$ cat config.mk
export PLATFORM = sky130hd
export DESIGN_NAME = mem_if_arbiter
export DESIGN_NICKNAME = d
export VERILOG_FILES = /design/src/rtl/vcpu32_pkg.sv /design/src/rtl/mem_if_arbiter.sv
export SDC_FILE = /design/constraint.sdc
export NUM_CORES = 1
export LEC_CHECK = 0
export CAP_MARGIN = 20
export CORE_MARGIN = 2
export CORE_UTILIZATION = 26
export CTS_BUF_LIST = sky130_fd_sc_hd__clkbuf_16
export DETAILED_ROUTE_END_ITERATION = 7
export MAX_ROUTING_LAYER = met4
export PLACE_DENSITY = 0.79
export SETUP_SLACK_MARGIN = 0.3
export SYNTH_ARGS = -nofsm -noshare
export SYNTH_HDL_FRONTEND = slang
export SYNTH_SLANG_ARGS = --single-unit
$ cat constraint.sdc
create_clock -name clk -period 1.64 [get_ports clk]
set_input_delay 0.328 -clock clk [delete_from_list [all_inputs] [get_ports clk]]
set_output_delay 0.328 -clock clk [all_outputs]
set_load 0.02 [all_outputs]
$ cat src/rtl/vcpu32_pkg.sv
// ---------------------------------------------------------------------------
// vcpu32_pkg
// Shared types and helpers for the vcpu32 memory subsystem.
//   arb_state_t    : memory-interface arbiter FSM states
//   arb_owner_t    : which cache currently owns the memory port
//   DEF_LINE_WORDS : default number of words per cache line
//   beat_idx_width : width of a word-within-line index
// ---------------------------------------------------------------------------
package vcpu32_pkg;

    typedef enum logic [1:0] {
        IDLE,
        ADDR,
        XFER,
        DONE
    } arb_state_t;

    typedef enum logic {
        OWN_I,
        OWN_D
    } arb_owner_t;

    localparam int DEF_LINE_WORDS = 4;

    // Never returns 0, so a beat index is always at least one bit wide.
    function automatic int beat_idx_width(input int line_words);
        return (line_words > 1) ? $clog2(line_words) : 1;
    endfunction

endpackage

$ cat src/rtl/mem_if_arbiter.sv
// ---------------------------------------------------------------------------
// mem_if_arbiter
// Shares one line-burst memory port between the L1 I-cache (line fills) and
// the L1 D-cache (line fills and write-backs). The I-cache has strict
// priority; a granted transfer always runs to completion.
//
// Ports
//   clk, rst                       : clock, asynchronous active-low reset
//   i_req, i_adr                   : I-cache fill request / miss address
//   i_rvalid, i_done               : I-cache read beat valid / completion pulse
//   d_req, d_we, d_adr, d_wdata    : D-cache request, direction, address,
//                                    write word at index beat_idx
//   d_rvalid, d_wnext, d_done      : D-cache read beat valid / write beat
//                                    taken / completion pulse
//   rdata, beat_idx, busy          : shared read data, current word index,
//                                    arbiter not idle
//   mem_req, mem_we, mem_adr       : memory request, direction, line address
//   mem_ack                        : memory accepted the request
//   mem_wdata, mem_wready          : write beat data / memory takes beat
//   mem_rdata, mem_rvalid          : read beat data / read beat valid
// ---------------------------------------------------------------------------
module mem_if_arbiter
    import vcpu32_pkg::*;
#(
    parameter  int WORD_LENGTH = 32,
    parameter  int ADR_WIDTH   = 32,
    parameter  int LINE_WORDS  = DEF_LINE_WORDS,
    localparam int IDX_W       = beat_idx_width(LINE_WORDS)
) (
    input  logic                   clk,
    input  logic                   rst,

    input  logic                   i_req,
    input  logic [ADR_WIDTH-1:0]   i_adr,
    output logic                   i_rvalid,
    output logic                   i_done,

    input  logic                   d_req,
    input  logic                   d_we,
    input  logic [ADR_WIDTH-1:0]   d_adr,
    input  logic [WORD_LENGTH-1:0] d_wdata,
    output logic                   d_rvalid,
    output logic                   d_wnext,
    output logic                   d_done,

    output logic [WORD_LENGTH-1:0] rdata,
    output logic [IDX_W-1:0]       beat_idx,
    output logic                   busy,

    output logic                   mem_req,
    output logic                   mem_we,
    output logic [ADR_WIDTH-1:0]   mem_adr,
    input  logic                   mem_ack,
    output logic [WORD_LENGTH-1:0] mem_wdata,
    input  logic                   mem_wready,
    input  logic [WORD_LENGTH-1:0] mem_rdata,
    input  logic                   mem_rvalid
);

    // Byte-offset bits inside one line; these are forced to zero on grant.
    localparam int                   OFF_W     = $clog2(LINE_WORDS * WORD_LENGTH / 8);
    localparam logic [ADR_WIDTH-1:0] LINE_MASK = {ADR_WIDTH{1'b1}} << OFF_W;
    localparam logic [IDX_W-1:0]     LAST_IDX  = IDX_W'(LINE_WORDS - 1);

    arb_state_t           state_q, state_d;
    arb_owner_t           owner_q, owner_d;
    logic [ADR_WIDTH-1:0] adr_q,   adr_d;
    logic                 we_q,    we_d;
    logic [IDX_W-1:0]     cnt_q,   cnt_d;

    logic in_xfer;
    logic beat;

    assign in_xfer = (state_q == XFER);
    // A beat is a handshake in the direction of the current transfer only;
    // strobes for the other direction are ignored.
    assign beat    = in_xfer && (we_q ? mem_wready : mem_rvalid);

    // NOTE: every variable assigned in this block gets a default first, so no
    // path through the case can leave one unassigned and infer a latch.
    always_comb begin
        state_d = state_q;
        owner_d = owner_q;
        adr_d   = adr_q;
        we_d    = we_q;
        cnt_d   = cnt_q;

        unique case (state_q)
            IDLE: begin
                if (i_req) begin
                    owner_d = OWN_I;
                    adr_d   = i_adr & LINE_MASK;
                    we_d    = 1'b0;
                    state_d = ADDR;
                end else if (d_req) begin
                    owner_d = OWN_D;
                    adr_d   = d_adr & LINE_MASK;
                    we_d    = d_we;
                    state_d = ADDR;
                end
            end
            ADDR: begin
                if (mem_ack) begin
                    cnt_d   = '0;
                    state_d = XFER;
                end
            end
            XFER: begin
                if (beat) begin
                    if (cnt_q == LAST_IDX) begin
                        cnt_d   = '0;
                        state_d = DONE;
                    end else begin
                        cnt_d = cnt_q + 1'b1;
                    end
                end
            end
            DONE: begin
                // Requests are not sampled here, which guarantees one IDLE
                // cycle for the requester to drop its req after done.
                state_d = IDLE;
            end
            default: state_d = IDLE;
        endcase
    end

    // NOTE: state registers use non-blocking assignments so every flop
    // samples the pre-edge values, independent of statement order.
    always_ff @(posedge clk or negedge rst) begin
        if (!rst) begin
            state_q <= IDLE;
            owner_q <= OWN_I;
            adr_q   <= '0;
            we_q    <= 1'b0;
            cnt_q   <= '0;
        end else begin
            state_q <= state_d;
            owner_q <= owner_d;
            adr_q   <= adr_d;
            we_q    <= we_d;
            cnt_q   <= cnt_d;
        end
    end

    assign busy      = (state_q != IDLE);
    assign beat_idx  = cnt_q;

    assign mem_req   = (state_q == ADDR);
    assign mem_we    = we_q && busy;
    assign mem_adr   = adr_q;

    // Data paths are combinational pass-throughs, gated to zero when not in
    // a transfer of the matching direction.
    assign rdata     = (in_xfer && !we_q) ? mem_rdata : '0;
    assign mem_wdata = (in_xfer &&  we_q) ? d_wdata   : '0;

    assign i_rvalid  = in_xfer && !we_q && (owner_q == OWN_I) && mem_rvalid;
    assign d_rvalid  = in_xfer && !we_q && (owner_q == OWN_D) && mem_rvalid;
    // Only the D-cache ever latches we=1, so no owner check is needed.
    assign d_wnext   = in_xfer &&  we_q && mem_wready;

    assign i_done    = (state_q == DONE) && (owner_q == OWN_I);
    assign d_done    = (state_q == DONE) && (owner_q == OWN_D);

endmodule

==> flow_metrics.tcl <==
set metrics [dict create \
    status "finished with violations" \
    failed_checks "negative setup slack" \
    vias_per_cell 4.56 \
    regArea_sq_um 851 \
    cts-root-buf "clkbuf_16" \
    timing.rr.start "state_q[0]$_DFFE_PN0P_" \
    power_switching_mw 3.57 \
    finalSetupViolations 75 \
    crit_type "reg2out" \
    synth_cell_type_count 24 \
    multiInputGateArea_sq_mm 0.00164 \
    crit_top_cell "buf_6" \
    synth_area_sq_mm 0.00222 \
    wl_per_cell_microns 16.3 \
    grt_pass1_wl_mm 13.2 \
    cts_hold_buf 0 \
    hold_ws_ps 81.9 \
    rsz0062_at_grt "yes" \
    r2r_cells 8 \
    fmax_ghz 0.495 \
    grt_overflow 0 \
    start_util_pct 26.8 \
    die_area_sq_mm 0.00928 \
    postRouteAntennaNets 0 \
    most-common-layout-cells "clkdlybuf4s50_1, buf_6, and3_4, dfrtp_1, and2_4" \
    grt_pass1_vias 2623 \
    cts.path.max_buffers 2 \
    vias 2837 \
    cp_slowest_cell "dfrtp_1" \
    cts_num_sinks 34 \
    drc 0 \
    endpoint_kind "primary output" \
    finalCritPeriodShare_pct 123 \
    cpPeakStageDelay_ps 420 \
    drt_iter0_drc 35 \
    die_w_microns 96.3 \
    synth.avg_cell_area_sq_um 8.93 \
    period_needed_ps 2020 \
    intPower_mw 5.63 \
    p_clk_share_pct 9.4 \
    clkTransAtPathRegs_ps 50 \
    syn2layout_area_growth_pct 168 \
    cts_tree "yes" \
    rows 33 \
    nFillCells 588 \
    antenna_found_initial 0 \
    core_area_sq_mm 0.00826 \
    rrSetupSlack_ps -310 \
    leakage_nw 2.76 \
    ys_seq_elements 34 \
    fin_nets 659 \
    drive_above_1_share_pct 43.5 \
    final_core_util_pct 71.9 \
    htreeDepth 2 \
    die_height_microns 96.3 \
    dp_hpwl_mm 7.25 \
    critPathMaxFanout 9 \
    p_per_area_mw_per_mm2 1550 \
    yosys_warnings 0 \
    clock_skew_ps 6.64 \
    maxCapViolations 0 \
    timing.rr.end "state_q[1]$_DFFE_PN0P_" \
    antenna_cells 0 \
    clock_latency_ps 270 \
    first_pass_iters 4 \
    mostFrequentLayoutCell "clkdlybuf4s50_1" \
    crit_path_cell_trace "buf_6 -> ha_4 -> nor2b_4 -> buf_12 -> clkbuf_16 -> and2_4 -> buf_6" \
    place_congestion 0.784 \
    min_path_type "in2async" \
    netlist_instances 248 \
    startpoint_type "register" \
    slew_viol_final 0 \
    switching_share_pct 38.8 \
    io_buffers 229 \
    combPwrFrac_pct 74.6 \
    seq_power_share_pct 16.0 \
    arrival_ps 1690 \
    numCtsBuffers 5 \
    ys_seq_area_share_pct 38.4 \
    worst_slack_ps -379 \
    routed_wl_mm 10.1 \
    hold_viol 0 \
    num_io_pins 242 \
    crit_required_ps 1310 \
    grt_max_degree 37 \
    grt.total_usage_pct 19.3 \
    ir_drop_mv 0.732 \
]
## critical path: cells and delay by family (launching register included)
family	cells	cell delay, ps
adder cells (fa/ha/maj)	1	150
buffers and inverters	4	560
flip-flops	1	420
AND/OR/NAND/NOR	2	280
## power by group through the flow
stage          clock network (mW)  logic [mW]  registers (mW)
6_report                    0.861        6.87            1.48
5_1_grt                     0.934        7.27            1.53
4_1_cts                     0.889        5.82            1.47
3_5_place_dp                    0        5.07            1.48
3_3_place_gp                    0        4.97            1.47
2_1_floorplan                   0        2.45            1.91
## area by class of cell
class | instances | share of cell area, %
clock inverters | 3 | 0.211
multi-input cells | 188 | 27.5
repair buffers | 283 | 53.3
inverters | 4 | 0.295
flip-flops and latches | 34 | 14.3
clock buffers | 5 | 2.11
well taps | 105 | 2.21
## cells by family after synthesis
kind of cell / after synthesis / synth area share, %
AOI/OAI and AO/OA: 34 / 9.20
muxes: 32 / 14.7
adders and majority gates: 7 / 3.95
DFF: 34 / 38.4
and+or+nand+nor: 111 / 27.4
other: 1 / 0.169
buffers and inverters: 29 / 6.10
## Yosys cell counts (all sizes together)
cell type / number / area, sq um
a2bb2oi: 1 / 8.76
a2111oi: 1 / 27.5
dfrtp: 34 / 851
nand2: 32 / 120
inv: 4 / 15.0
and3: 34 / 213
mux2: 2 / 22.5
nand2b: 1 / 6.26
o21ai: 31 / 155
clkbuf: 17 / 63.8
conb: 1 / 3.75
nor3: 1 / 5.00
and2: 33 / 206
a211oi: 1 / 12.5
nor2: 3 / 11.3
nor2b: 5 / 31.3
nor3b: 2 / 15.0
ha: 7 / 87.6
mux2i: 30 / 304
buf: 8 / 56.3
## worst max path at each step
stage	from	endpoint	cells past startpoint
after floorplan	state_q[0]$_DFFE_PN0P_	state_q[1]$_DFFE_PN0P_	5
after global placement	state_q[0]$_DFFE_PN0P_	mem_wdata[3]	4
after detailed placement	state_q[0]$_DFFE_PN0P_	mem_wdata[3]	4
after CTS	state_q[0]$_DFFE_PN0P_	i_rvalid	8
after global routing	state_q[0]$_DFFE_PN0P_	d_rvalid	8
final	state_q[1]$_DFFE_PN0P_	rdata[5]	7
## metrics by stage
stage	area [sq um]	power (mW)	setup TNS (ps)	std cells	setup slack, ps
3_5_place_dp	5000	6.55	-38010	579	-648
6_report	5940	9.20	-20040	622	-379
4_1_cts	5490	8.18	-16290	601	-341
3_3_place_gp	5000	6.44	-35090	579	-584
5_1_grt	5940	9.73	-25580	622	-437
2_1_floorplan	2600	4.36	0	251	35.0
## metal layers
metal	GRT usage (%)	wire length [microns]
met5	-	0
met4	6.57	154
met3	5.09	962
met2	36.5	5440
met1	18.8	3560
## flip-flops by register name (all words and copies together) (netlist names)
| signal | flops |
|---|---|
| state_q | 2 |
| owner_q | 1 |
| beat_idx | 2 |
| we_q | 1 |
| mem_adr | 28 |
## what timing repair did
action                     in CTS  in global routing
setup buffers                  10                 10
gates cloned                    4                 11
resized for setup             469                 61
pin swaps                       1                 19
setup endpoints to repair     136                113
(Power assumes the default switching activity.)
